File: src/rtl/cp0_exc.sv
// CP0 register file and exception arbiter for the MangoMIPS32 pipeline.
// Prioritises the MEM-stage exception flags against pending interrupts and keeps the CP0 state.
module cp0_exc #(
   parameter logic [31:0] PRID   = 32'h0001_8000,
   parameter logic [31:0] CONFIG = 32'h8000_0000
) (
   input  logic        clk,
   input  logic        rst,
   input  logic [5:0]  intr,
   input  logic        wb_cp0_we,
   input  logic [4:0]  wb_cp0_addr,
   input  logic [31:0] wb_cp0_wdata,
   input  logic [4:0]  rd_addr,
   output logic [31:0] rd_data,
   input  logic        mem_valid,
   input  logic [31:0] mem_pc,
   input  logic        mem_bd,
   input  logic [31:0] mem_vaddr,
   input  logic [9:0]  mem_exc,
   output logic        exc_flag,
   output logic [4:0]  exc_type,
   output logic [31:0] cp0_EPC,
   output logic [31:0] cp0_Status,
   output logic [31:0] cp0_Cause,
   output logic        timer_int
);

   localparam logic [4:0] A_BADVADDR = 5'd8;
   localparam logic [4:0] A_COUNT    = 5'd9;
   localparam logic [4:0] A_COMPARE  = 5'd11;
   localparam logic [4:0] A_STATUS   = 5'd12;
   localparam logic [4:0] A_CAUSE    = 5'd13;
   localparam logic [4:0] A_EPC      = 5'd14;
   localparam logic [4:0] A_PRID     = 5'd15;
   localparam logic [4:0] A_CONFIG   = 5'd16;

   localparam logic [31:0] STATUS_WMASK = 32'h0040_FF07;
   localparam logic [31:0] CAUSE_WMASK  = 32'h0080_0300;
   localparam logic [31:0] STATUS_RST   = 32'h0040_0004;

   localparam logic [4:0] EX_INT  = 5'h00;
   localparam logic [4:0] EX_ADEL = 5'h04;
   localparam logic [4:0] EX_ADES = 5'h05;
   localparam logic [4:0] EX_SYS  = 5'h08;
   localparam logic [4:0] EX_BP   = 5'h09;
   localparam logic [4:0] EX_RI   = 5'h0A;
   localparam logic [4:0] EX_CPU  = 5'h0B;
   localparam logic [4:0] EX_OV   = 5'h0C;
   localparam logic [4:0] EX_TRAP = 5'h0D;
   localparam logic [4:0] EX_ERET = 5'h10;

   logic [31:0] status_q, status_d, cause_q, cause_d, epc_q, epc_d;
   logic [31:0] badvaddr_q, badvaddr_d, count_q, count_d, compare_q, compare_d;
   logic        toggle_q, toggle_d;

   logic        wr_status_s, wr_cause_s, wr_epc_s, wr_count_s, wr_compare_s;
   logic [31:0] status_fwd_s, cause_fwd_s, epc_fwd_s;
   logic        int_req_s, eret_sel_s, flag_s, taken_exc_s, taken_eret_s;
   logic [4:0]  type_s;

   // MTC0 in WB is older than the MEM instruction, so its masked value is forwarded
   always_comb begin
      wr_status_s  = wb_cp0_we && (wb_cp0_addr == A_STATUS);
      wr_cause_s   = wb_cp0_we && (wb_cp0_addr == A_CAUSE);
      wr_epc_s     = wb_cp0_we && (wb_cp0_addr == A_EPC);
      wr_count_s   = wb_cp0_we && (wb_cp0_addr == A_COUNT);
      wr_compare_s = wb_cp0_we && (wb_cp0_addr == A_COMPARE);
      status_fwd_s = wr_status_s ? (wb_cp0_wdata & STATUS_WMASK) : status_q;
      cause_fwd_s  = wr_cause_s ? ((cause_q & ~CAUSE_WMASK) | (wb_cp0_wdata & CAUSE_WMASK)) : cause_q;
      epc_fwd_s    = wr_epc_s ? wb_cp0_wdata : epc_q;
      int_req_s    = status_fwd_s[0] & ~status_fwd_s[1] & ~status_fwd_s[2] &
                     (|(cause_fwd_s[15:8] & status_fwd_s[15:8]));
   end

   // Fixed-priority arbitration of interrupt against the MEM exception flags
   always_comb begin
      eret_sel_s = 1'b0;
      type_s     = EX_INT;
      if (int_req_s)       type_s = EX_INT;
      else if (mem_exc[0]) type_s = EX_ADEL;
      else if (mem_exc[1]) type_s = EX_RI;
      else if (mem_exc[2]) type_s = EX_CPU;
      else if (mem_exc[3]) type_s = EX_OV;
      else if (mem_exc[4]) type_s = EX_TRAP;
      else if (mem_exc[5]) type_s = EX_SYS;
      else if (mem_exc[6]) type_s = EX_BP;
      else if (mem_exc[7]) type_s = EX_ADEL;
      else if (mem_exc[8]) type_s = EX_ADES;
      else if (mem_exc[9]) begin
         type_s     = EX_ERET;
         eret_sel_s = 1'b1;
      end else begin
         type_s     = EX_INT;
         eret_sel_s = 1'b0;
      end
      flag_s       = ~rst & mem_valid & (int_req_s | (|mem_exc));
      taken_exc_s  = flag_s & ~eret_sel_s;
      taken_eret_s = flag_s & eret_sel_s;
   end

   // Next-state: MTC0 effects first, then timer, then exception/ERET overrides
   always_comb begin
      status_d   = status_fwd_s;
      cause_d    = cause_fwd_s;
      epc_d      = epc_fwd_s;
      badvaddr_d = badvaddr_q;
      compare_d  = wr_compare_s ? wb_cp0_wdata : compare_q;
      if (wr_count_s) begin
         count_d  = wb_cp0_wdata;
         toggle_d = 1'b0;
      end else begin
         count_d  = count_q + {31'd0, toggle_q};
         toggle_d = ~toggle_q;
      end
      if (wr_compare_s)               cause_d[30] = 1'b0;
      else if (count_q == compare_q)  cause_d[30] = 1'b1;
      else                            cause_d[30] = cause_q[30];
      cause_d[15:10] = {intr[5] | cause_q[30], intr[4:0]};
      if (taken_exc_s) begin
         if (!status_fwd_s[1]) begin
            epc_d       = mem_bd ? (mem_pc - 32'd4) : mem_pc;
            cause_d[31] = mem_bd;
         end else begin
            epc_d       = epc_fwd_s;
            cause_d[31] = cause_fwd_s[31];
         end
         status_d[1]   = 1'b1;
         cause_d[6:2]  = type_s;
         if ((type_s == EX_ADEL) && mem_exc[0])                 badvaddr_d = mem_pc;
         else if ((type_s == EX_ADEL) || (type_s == EX_ADES))   badvaddr_d = mem_vaddr;
         else                                                   badvaddr_d = badvaddr_q;
      end else if (taken_eret_s) begin
         if (status_fwd_s[2]) status_d[2] = 1'b0;
         else                 status_d[1] = 1'b0;
      end else begin
         status_d = status_fwd_s;
      end
   end

   // CP0 state registers
   always_ff @(posedge clk) begin
      if (rst) begin
         status_q   <= STATUS_RST;
         cause_q    <= 32'd0;
         epc_q      <= 32'd0;
         badvaddr_q <= 32'd0;
         count_q    <= 32'd0;
         compare_q  <= 32'd0;
         toggle_q   <= 1'b0;
      end else begin
         status_q   <= status_d;
         cause_q    <= cause_d;
         epc_q      <= epc_d;
         badvaddr_q <= badvaddr_d;
         count_q    <= count_d;
         compare_q  <= compare_d;
         toggle_q   <= toggle_d;
      end
   end

   // MFC0 read mux
   always_comb begin
      case (rd_addr)
         A_BADVADDR: rd_data = badvaddr_q;
         A_COUNT:    rd_data = count_q;
         A_COMPARE:  rd_data = compare_q;
         A_STATUS:   rd_data = status_fwd_s;
         A_CAUSE:    rd_data = cause_fwd_s;
         A_EPC:      rd_data = epc_fwd_s;
         A_PRID:     rd_data = PRID;
         A_CONFIG:   rd_data = CONFIG;
         default:    rd_data = 32'd0;
      endcase
   end

   assign exc_flag   = flag_s;
   assign exc_type   = flag_s ? type_s : 5'h00;
   assign cp0_EPC    = epc_fwd_s;
   assign cp0_Status = status_fwd_s;
   assign cp0_Cause  = cause_fwd_s;
   assign timer_int  = cause_q[30];

endmodule
File: config.mk
export PLATFORM = sky130hd
export DESIGN_NAME = cp0_exc
export DESIGN_NICKNAME = d
export VERILOG_FILES = /design/src/rtl/cp0_exc.sv
export SDC_FILE = /design/constraint.sdc
export NUM_CORES = 1
export LEC_CHECK = 0
export BUFFER_PORTS_ARGS = -buffer_cell sky130_fd_sc_hd__buf_2
export CAP_MARGIN = 20
export CORE_ASPECT_RATIO = 1.1
export CORE_UTILIZATION = 55
export CTS_CLUSTER_DIAMETER = 40
export DETAILED_ROUTE_END_ITERATION = 6
export GPL_ROUTABILITY_DRIVEN = 0
export GPL_TIMING_DRIVEN = 0
export PLACE_DENSITY = 0.82
export SLEW_MARGIN = 25
export SYNTH_ARGS = -nofsm -noshare
export SYNTH_HDL_FRONTEND = slang
export SYNTH_SLANG_ARGS = --single-unit
File: constraint.sdc
create_clock -name clk -period 9.4 [get_ports clk]
set_input_delay 1.88 -clock clk [delete_from_list [all_inputs] [get_ports clk]]
set_output_delay 1.88 -clock clk [all_outputs]
set_load 0.02 [all_outputs]
==> results of run 1 <==
[final cells by class]
cell class | instances | area (um2)
Fill cell | 1548 | 5850
Multi-Input combinational cell | 882 | 5730
Sequential cell | 177 | 3540
Timing Repair Buffer | 243 | 1220
Buffer | 155 | 865
Clock buffer | 20 | 457
Inverter | 95 | 357
Tap cell | 243 | 304
Clock inverter | 9 | 158
Antenna cell | 2 | 5.00
[stage by stage]
stage / std cells / utilization, % / power, mW / setup slack [ns] / area (um2)
2_1_floorplan: 1309 / - / 0.983 / 3.23 / 10500
3_3_place_gp: 1795 / 64.9 / 1.10 / 3.07 / 12000
3_5_place_dp: 1795 / 64.9 / 1.11 / 3.05 / 12000
4_1_cts: 1824 / 68.3 / 1.84 / 3.05 / 12600
5_1_grt: 1825 / 68.3 / 1.90 / 2.59 / 12600
6_report: 1826 / 68.4 / 1.87 / 2.65 / 12600
[flip-flops by register name, summed over array words and instances, names as in the netlist]
name        flops
status_q       32
epc_q          32
toggle_q        1
count_q        32
compare_q      32
cause_q        16
badvaddr_q     32
[final timing paths]
kind	start	endpoint	slack [ns]	cells after the start
setup / recovery	wb_cp0_addr[4]	rd_data[5]	2.65	11
hold / removal	toggle_q$_SDFF_PP0_	toggle_q$_SDFF_PP0_	0.45	1
setup reg to reg	count_q[7]$_SDFF_PP0_	count_q[27]$_SDFF_PP0_	6.20	8
hold reg to reg	toggle_q$_SDFF_PP0_	toggle_q$_SDFF_PP0_	0.45	1
[power by group through the flow]
stage / combinational (mW) / sequential, mW / clock (mW)
2_1_floorplan: 0.178 / 0.805 / 0
3_3_place_gp: 0.287 / 0.813 / 0
3_5_place_dp: 0.291 / 0.814 / 0
4_1_cts: 0.294 / 0.798 / 0.749
5_1_grt: 0.319 / 0.800 / 0.784
6_report: 0.306 / 0.800 / 0.761
[per-layer routing]
layer | vias up | routed length (um) | track usage [%]
li1 | 5038 | - | -
met1 | 5012 | 14100 | 48.8
met2 | 882 | 17100 | 61.3
met3 | 180 | 5510 | 11.8
met4 | 0 | 2220 | 20.4
met5 | - | 0 | 0
[synth_stat cells, types with 5 or more instances]
master    number  area share, %
mux2_2        27            2.9
a222oi_1       5           0.48
and2_1         7           0.42
buf_2          6           0.29
a221oi_2      24            3.5
xor2_1        19            1.6
a21oi_1       76            3.6
a211oi_1      27            1.9
nand2_1      137            4.9
o21ai_0       48            2.3
a22oi_1        7           0.50
nor2_1       122            4.4
buf_1          9           0.32
mux2i_1       48            4.6
inv_1         94            3.4
nor3b_1        5           0.36
dfxtp_1      177             34
xnor2_1       63            5.3
buf_4         65            4.7
and3_1         6           0.36
nor3_1        18           0.86
nand3_1       14           0.67
a311oi_1       9           0.76
nor2b_1       20            1.2
a22o_1         6           0.50
o22ai_1       48            2.9
a221oi_1      34            2.9
nand4_1       18            1.1
nor4_1         9           0.54
clkbuf_1      70            2.5
or3_1         13           0.78
[critical path, stage by stage]
cell      delay, ns
buf_2          0.08
nand3b_4       0.13
or4b_4         0.15
buf_6          0.14
clkbuf_1       0.65
clkbuf_1       0.42
nand2_1        0.17
nor2_1         0.28
a21oi_1        0.07
o21ai_0        0.59
buf_2          0.29
[kinds of logic (layout without fill, tap and decap cells)]
family,count (synthesis),count (layout),share of synthesized area (%)
fa+ha+maj,3,3,0.360
xor+xnor,82,82,6.89
flops,177,177,34.0
mux,76,76,7.67
simple gates,390,390,17.3
compound gates,315,315,22.1
buf+inv,250,522,11.7
other cells,1,18,0.0360
==> reports/metrics.csv, run 1 <==
metric,value,unit
status,"finished, final reports clean",
cts_hold_repair.buffers,0,
async_flop_share,0,%
clock_latency,0.45,ns
max_freq,148,MHz
initial_utilization,56.4,%
ys_seq_elements,177,
syn_inst,1294,
period_share,71.8,%
tns,0,ns
p_int,1.34,mW
powerDensity,148,nW/um2
cp-end-kind,primary output,
tightest_slew,0.940,ns
cts_root_buf,clkbuf_16,
syn_area,10400,um2
syn_avg_cell_area,8.05,um2
whs,0.447,ns
switching_share,28.1,%
dp_hpwl,29.8,mm
routedWlPerCell,21.3,um
synthFlopType,dfxtp_1,
worstPathArrival,4.87,ns
drt_iter0_drc,1507,
vias,11100,
clock_path_buffers,2,
layout_commonest_cell,buf_2,
area_delta_synth_final,21.2,%
coreArea,18500,um2
dr.pass1.iters,7,
path_clk_slew,0.06,ns
grt_pass1_wl,57.7,mm
numCtsBuffers,17,
cts_max_level,4,
max_cap_violations,0,
synth.distinct_cells,65,
design.die.area,19500,um2
viasPerCell,6.09,
antenna_left,0,
portBuffers,243,
dieHeight,146,um
yosysWarningCount,0,
cts_tree,yes,
post_cts_buffers,0,
cts_sinks,177,
drv_slew,0,
grt_usage,39.3,%
grt_overflow_total,0,
io_pins,262,
period_minus_slack,6.75,ns
drc_errors,0,
grt_start_max_net_pins,17,
nets,1701,
worstPathRequired,7.52,ns
drt-total-wl,38.9,mm
drive_above_1_share,26.2,%
clkPwrFrac,40.8,%
die_w,133,um
rsz0062_at_grt,false,
pwr-share-comb,16.4,%
hp-class,flip-flop to flip-flop,
p_leak,5.39,nW
slew_headroom,37.4,%
p_seq_share,42.9,%
timing.clock.skew,0.0123,ns
switchingPower,0.525,mW
antenna_found_initial,1,
worst-path-max-fanout,10,
crit_type,primary input to primary output,
yosysSeqAreaShare,34.0,%
grt_pass1_vias,10100,
synth-edff-count,0,
final_cell_mix,"249 x buf_2, 177 x dfxtp_1, 137 x nand2_1",
peakVddDrop,0.144,mV
hold_viol,0,
start_kind,primary input,
setup_viol,0,
cts_resized,0,
placementRows,52,
No activity file was read; power rests on OpenSTA's default activity.
==> run 2, diff against run 1 <==
--- a/config.mk
+++ b/config.mk
@@ -8,12 +8,12 @@
 export BUFFER_PORTS_ARGS = -buffer_cell sky130_fd_sc_hd__buf_2
 export CAP_MARGIN = 20
 export CORE_ASPECT_RATIO = 1.1
-export CORE_UTILIZATION = 55
+export CORE_UTILIZATION = 49
 export CTS_CLUSTER_DIAMETER = 40
 export DETAILED_ROUTE_END_ITERATION = 6
 export GPL_ROUTABILITY_DRIVEN = 0
 export GPL_TIMING_DRIVEN = 0
-export PLACE_DENSITY = 0.82
+export PLACE_DENSITY = 0.77
 export SLEW_MARGIN = 25
 export SYNTH_ARGS = -nofsm -noshare
 export SYNTH_HDL_FRONTEND = slang
==> constraint.sdc (replaced) <==
create_clock -name clk -period 5.89 [get_ports clk]
set_input_delay 1.178 -clock clk [delete_from_list [all_inputs] [get_ports clk]]
set_output_delay 1.178 -clock clk [all_outputs]
set_load 0.02 [all_outputs]
==> reports/metrics.csv, run 2 (synthesis gave the netlist of run 1 again) <==
metric,value,unit,change
status,"finished, final reports clean",,
grt_usage,35.5,%,-3.8 points
hold_viol,0,,unchanged
portBuffers,243,,unchanged
worstPathRequired,4.71,ns,-2.81 ns
antenna_left,0,,unchanged
cts_sinks,177,,unchanged
worstPathArrival,3.91,ns,-0.96 ns
grt_start_max_net_pins,17,,unchanged
die_w,141,um,+5.9%
grt_pass1_wl,57.8,mm,+0.18%
hp-class,flip-flop to flip-flop,,
grt_pass1_vias,10000,,-0.15%
crit_type,primary input to primary output,,
numCtsBuffers,17,,unchanged
p_leak,5.40,nW,+0.10%
cts_resized,0,,unchanged
start_kind,primary input,,
cp-end-kind,primary output,,
vias,11100,,-0.17%
cts_max_level,4,,unchanged
drv_slew,0,,unchanged
peakVddDrop,0.226,mV,+57%
cts_hold_repair.buffers,0,,unchanged
post_cts_buffers,0,,unchanged
dieHeight,155,um,+5.9%
placementRows,55,,+5.8%
path_clk_slew,0.06,ns,about the same
rsz0062_at_grt,false,,
clock_latency,0.45,ns,about the same
routedWlPerCell,21.0,um,-1.6%
cts_tree,yes,,
viasPerCell,5.93,,-2.6%
final_cell_mix,"249 x buf_2, 177 x dfxtp_1, 137 x nand2_1",,
area_delta_synth_final,21.8,%,
finish.utilization,61.3,%,-7.0 points
period_share,86.4,%,
dr.pass1.iters,6,,-1
setup_viol,0,,unchanged
max_cap_violations,0,,unchanged
grt_overflow_total,0,,unchanged
design.die.area,21900,um2,+12%
io_pins,262,,unchanged
multi_input_area,5730,um2,unchanged
dp_hpwl,30.8,mm,+3.4%
register_area,3540,um2,unchanged
layout_commonest_cell,buf_2,,
finalPower,2.98,mW,+60%
timing.clock.skew,0.00716,ns,-0.00514 ns
powerDensity,235,nW/um2,+59%
period_minus_slack,5.09,ns,
coreArea,20700,um2,+12%
worst-path-max-fanout,10,,unchanged
cts_root_buf,clkbuf_16,,
drt-total-wl,39.2,mm,+0.84%
drt_iter0_drc,1346,,-11%
max_freq,196,MHz,
slew_headroom,40.7,%,+3.4 points
antenna_found_initial,1,,unchanged
drc_errors,0,,unchanged
tightest_slew,0.889,ns,-0.0506 ns
tns,0,ns,unchanged
fillCellCount,1859,,+20%
nets,1701,,unchanged
initial_utilization,50.3,%,-6.1 points
clock_path_buffers,2,,unchanged
drive_above_1_share,26.2,%,about the same
run 2: worst max-delay path, stage by stage:
cell and delay [ns]:
buf_2 0.07, nand3b_4 0.13, or4b_4 0.15, buf_6 0.15, clkbuf_1 0.64, clkbuf_1 0.45
nand2_1 0.19, nor2_1 0.28, a21oi_1 0.07, o21ai_0 0.35, buf_2 0.24
run 2: per-stage QoR:
stage / instance area, um2 / std cells / setup WS, ns / hold slack, ns
after floorplan: 10500 / 1309 / 1.12 / 0.401
after global placement: 12100 / 1837 / 0.926 / 0.414
after detailed placement: 12100 / 1837 / 0.885 / 0.425
after CTS: 12700 / 1869 / 0.879 / 0.435
after global routing: 12700 / 1870 / 0.695 / 0.448
final: 12700 / 1872 / 0.801 / 0.445
run 2: per-layer routing:
metal	wire length [um]	GRT usage [%]	vias up
met1	15100	45.7	5065
li1	-	-	5043
met5	0	0	-
met2	17200	54.5	825
met3	4670	7.60	160
met4	2240	21.7	0
run 2: worst paths after layout:
| check | start | end | slack, ns | cells past startpoint |
|---|---|---|---|---|
| setup / recovery | wb_cp0_addr[4] | rd_data[5] | 0.80 | 11 |
| hold reg to reg | toggle_q$_SDFF_PP0_ | toggle_q$_SDFF_PP0_ | 0.44 | 1 |
| setup reg to reg | count_q[7]$_SDFF_PP0_ | count_q[27]$_SDFF_PP0_ | 2.76 | 8 |
| hold / removal | toggle_q$_SDFF_PP0_ | toggle_q$_SDFF_PP0_ | 0.44 | 1 |
run 2: where the power goes:
group          switching (mW)  total (mW)  internal (mW)
Combinational           0.310       0.484          0.174
Sequential             0.0361        1.28           1.24
Clock                   0.497        1.22          0.726
Total                   0.843        2.98           2.14
run 2: area by class of cell:
type | instances | area share (%)
Clock buffer | 25 | 3.98
Inverter | 95 | 2.81
Multi-Input combinational cell | 882 | 45.1
Tap cell | 285 | 2.81
Antenna cell | 3 | 0.0591
Sequential cell | 177 | 27.9
Clock inverter | 7 | 0.966
Buffer | 155 | 6.81
Timing Repair Buffer | 243 | 9.58
==> run 3, diff against run 2 <==
--- a/config.mk
+++ b/config.mk
@@ -8,12 +8,13 @@
 export BUFFER_PORTS_ARGS = -buffer_cell sky130_fd_sc_hd__buf_2
 export CAP_MARGIN = 20
 export CORE_ASPECT_RATIO = 1.1
-export CORE_UTILIZATION = 49
+export CORE_MARGIN = 8
+export CORE_UTILIZATION = 54
 export CTS_CLUSTER_DIAMETER = 40
 export DETAILED_ROUTE_END_ITERATION = 6
 export GPL_ROUTABILITY_DRIVEN = 0
 export GPL_TIMING_DRIVEN = 0
-export PLACE_DENSITY = 0.77
+export PLACE_DENSITY = 0.81
 export SLEW_MARGIN = 25
 export SYNTH_ARGS = -nofsm -noshare
 export SYNTH_HDL_FRONTEND = slang
==> constraint.sdc (replaced) <==
create_clock -name clk -period 5.8 [get_ports clk]
set_input_delay 1.16 -clock clk [delete_from_list [all_inputs] [get_ports clk]]
set_output_delay 1.16 -clock clk [all_outputs]
set_load 0.02 [all_outputs]
==> reports/metrics.csv, run 3 (synthesis gave the netlist of run 1 again) <==
metric,value,unit,change
status,"finished, final reports clean",,
post_cts_buffers,0,,unchanged
initial_utilization,54.8,%,+4.4 points
area_delta_synth_final,21.5,%,
grt_start_max_net_pins,17,,unchanged
worst-path-max-fanout,10,,unchanged
powerDensity,241,nW/um2,+2.8%
setup_viol,0,,unchanged
crit_start,wb_cp0_addr[4],,
period_share,88.1,%,
max_freq,196,MHz,
critPathTopFamily,buffers and inverters,,
viasPerCell,6.16,,+4.0%
dp_hpwl,32.0,mm,+3.9%
numCtsBuffers,17,,unchanged
hp-class,flip-flop to flip-flop,,
dieHeight,162,um,+4.4%
cts_sinks,177,,unchanged
grt_overflow_total,0,,unchanged
start_kind,primary input,,
hold_viol,0,,unchanged
drv_slew,0,,unchanged
drt-total-wl,41.1,mm,+4.7%
period_minus_slack,5.11,ns,
crit_chain,buf_2 > nand3b_4 > or4b_4 > buf_6 > clkbuf_1 > clkbuf_1 > nand2_1 > nor2_1 > a21oi_1 > o21ai_0 > buf_2,,
die_w,148,um,+5.2%
design.die.area,24000,um2,+9.8%
multi_input_area,5720,um2,about the same
cts_hold_repair.buffers,0,,unchanged
routedWlPerCell,22.4,um,+6.7%
layout_setup_ws,0.688,ns,-0.113 ns
drc_errors,0,,unchanged
dr.pass1.iters,7,,+1
max_cap_violations,0,,unchanged
placementRows,53,,-3.6%
max_stage_delay,0.64,ns,about the same
p_leak,5.40,nW,about the same
stdcell_count,1836,,-1.9%
slew_headroom,24.6,%,-16 points
coreArea,19000,um2,-8.1%
worstPathArrival,3.95,ns,+0.04 ns
io_pins,262,,unchanged
path_clk_slew,0.07,ns,about the same
fin_area,12700,um2,-0.30%
cts_max_level,4,,unchanged
drive_above_1_share,26.3,%,+0.063 points
register_area,3540,um2,unchanged
tightest_slew,1.12,ns,+0.234 ns
crit_type,primary input to primary output,,
clock_latency,0.45,ns,about the same
dpl_worst_slack,0.826,ns,-0.0582 ns
grt_usage,33.0,%,-2.5 points
timing.clock.skew,0.00916,ns,+0.00200 ns
cts_root_buf,clkbuf_16,,
finish.utilization,66.5,%,+5.2 points
crit_slowest_cell,clkbuf_1,,
peakVddDrop,0.244,mV,+7.8%
critical_path_buf_inv_count,5,,unchanged
cts_tree,yes,,
vias,11300,,+2.0%
nets,1701,,unchanged
cts_resized,0,,unchanged
r2r-start,count_q[0]$_SDFF_PP0_,,
hp-start,toggle_q$_SDFF_PP0_,,
dp_cells,1799,,-2.1%
grt_pass1_wl,61.3,mm,+5.9%
drt_iter0_drc,1557,,+16%
antenna_found_initial,5,,+4
cp-end-kind,primary output,,
dpl_cell_area,12000,um2,-0.39%
final_cell_mix,"249 x buf_2, 177 x dfxtp_1, 137 x nand2_1",,
fillCellCount,1633,,-12%
rsz0062_at_grt,false,,
tns,0,ns,unchanged
grt_pass1_vias,10700,,+6.7%
portBuffers,243,,unchanged
layout_commonest_cell,buf_2,,
clock_path_buffers,2,,unchanged
worstPathRequired,4.64,ns,-0.07 ns
antenna_left,0,,unchanged
-- run 3: cell types whose count changed in the layout (fill, tap and decap cells not counted) --
cell,before,now
clkinvlp_4,2,4
nor3_2,1,0
diode_2,3,5
clkinv_2,0,1
bufinv_16,3,4
clkbuf_8,5,2
inv_6,0,1
clkbuf_1,73,71
nor3_1,17,18
-- run 3: per-stage QoR --
stage | total power, mW | hold WS (ns)
detailed placement | 1.79 | 0.425
floorplan | 1.59 | 0.401
CTS | 3.02 | 0.433
finish | 3.06 | 0.442
global route | 3.12 | 0.454
global placement | 1.78 | 0.412
-- run 3: area by class of cell --
class,count,area share (%)
Tap cell,247,2.44
Clock inverter,12,1.43
Inverter,95,2.82
Timing Repair Buffer,243,9.61
Clock buffer,20,3.61
Multi-Input combinational cell,882,45.2
Buffer,155,6.83
Antenna cell,5,0.0988
Sequential cell,177,28.0
-- run 3: power by group --
part           internal, mW  switching (mW)
Sequential             1.26          0.0372
Combinational         0.177           0.318
Clock                 0.746           0.520
Total                  2.18           0.875
-- run 3: path summary, 6_finish.rpt --
path / to / slack, ns / depth (start not counted)
max reg2reg: count_q[30]$_SDFF_PP0_ / 2.59 / 9
min reg2reg: toggle_q$_SDFF_PP0_ / 0.44 / 1
min: toggle_q$_SDFF_PP0_ / 0.44 / 1
max: rd_data[3] / 0.69 / 11
-- run 3: layer usage --
layer | track usage (%) | wire length (um) | vias to the layer above
met1 | 40.2 | 14700 | 5169
li1 | - | - | 5042
met5 | 0 | 0 | -
met2 | 50.5 | 18000 | 912
met4 | 19.4 | 2550 | 0
met3 | 10.1 | 5760 | 194
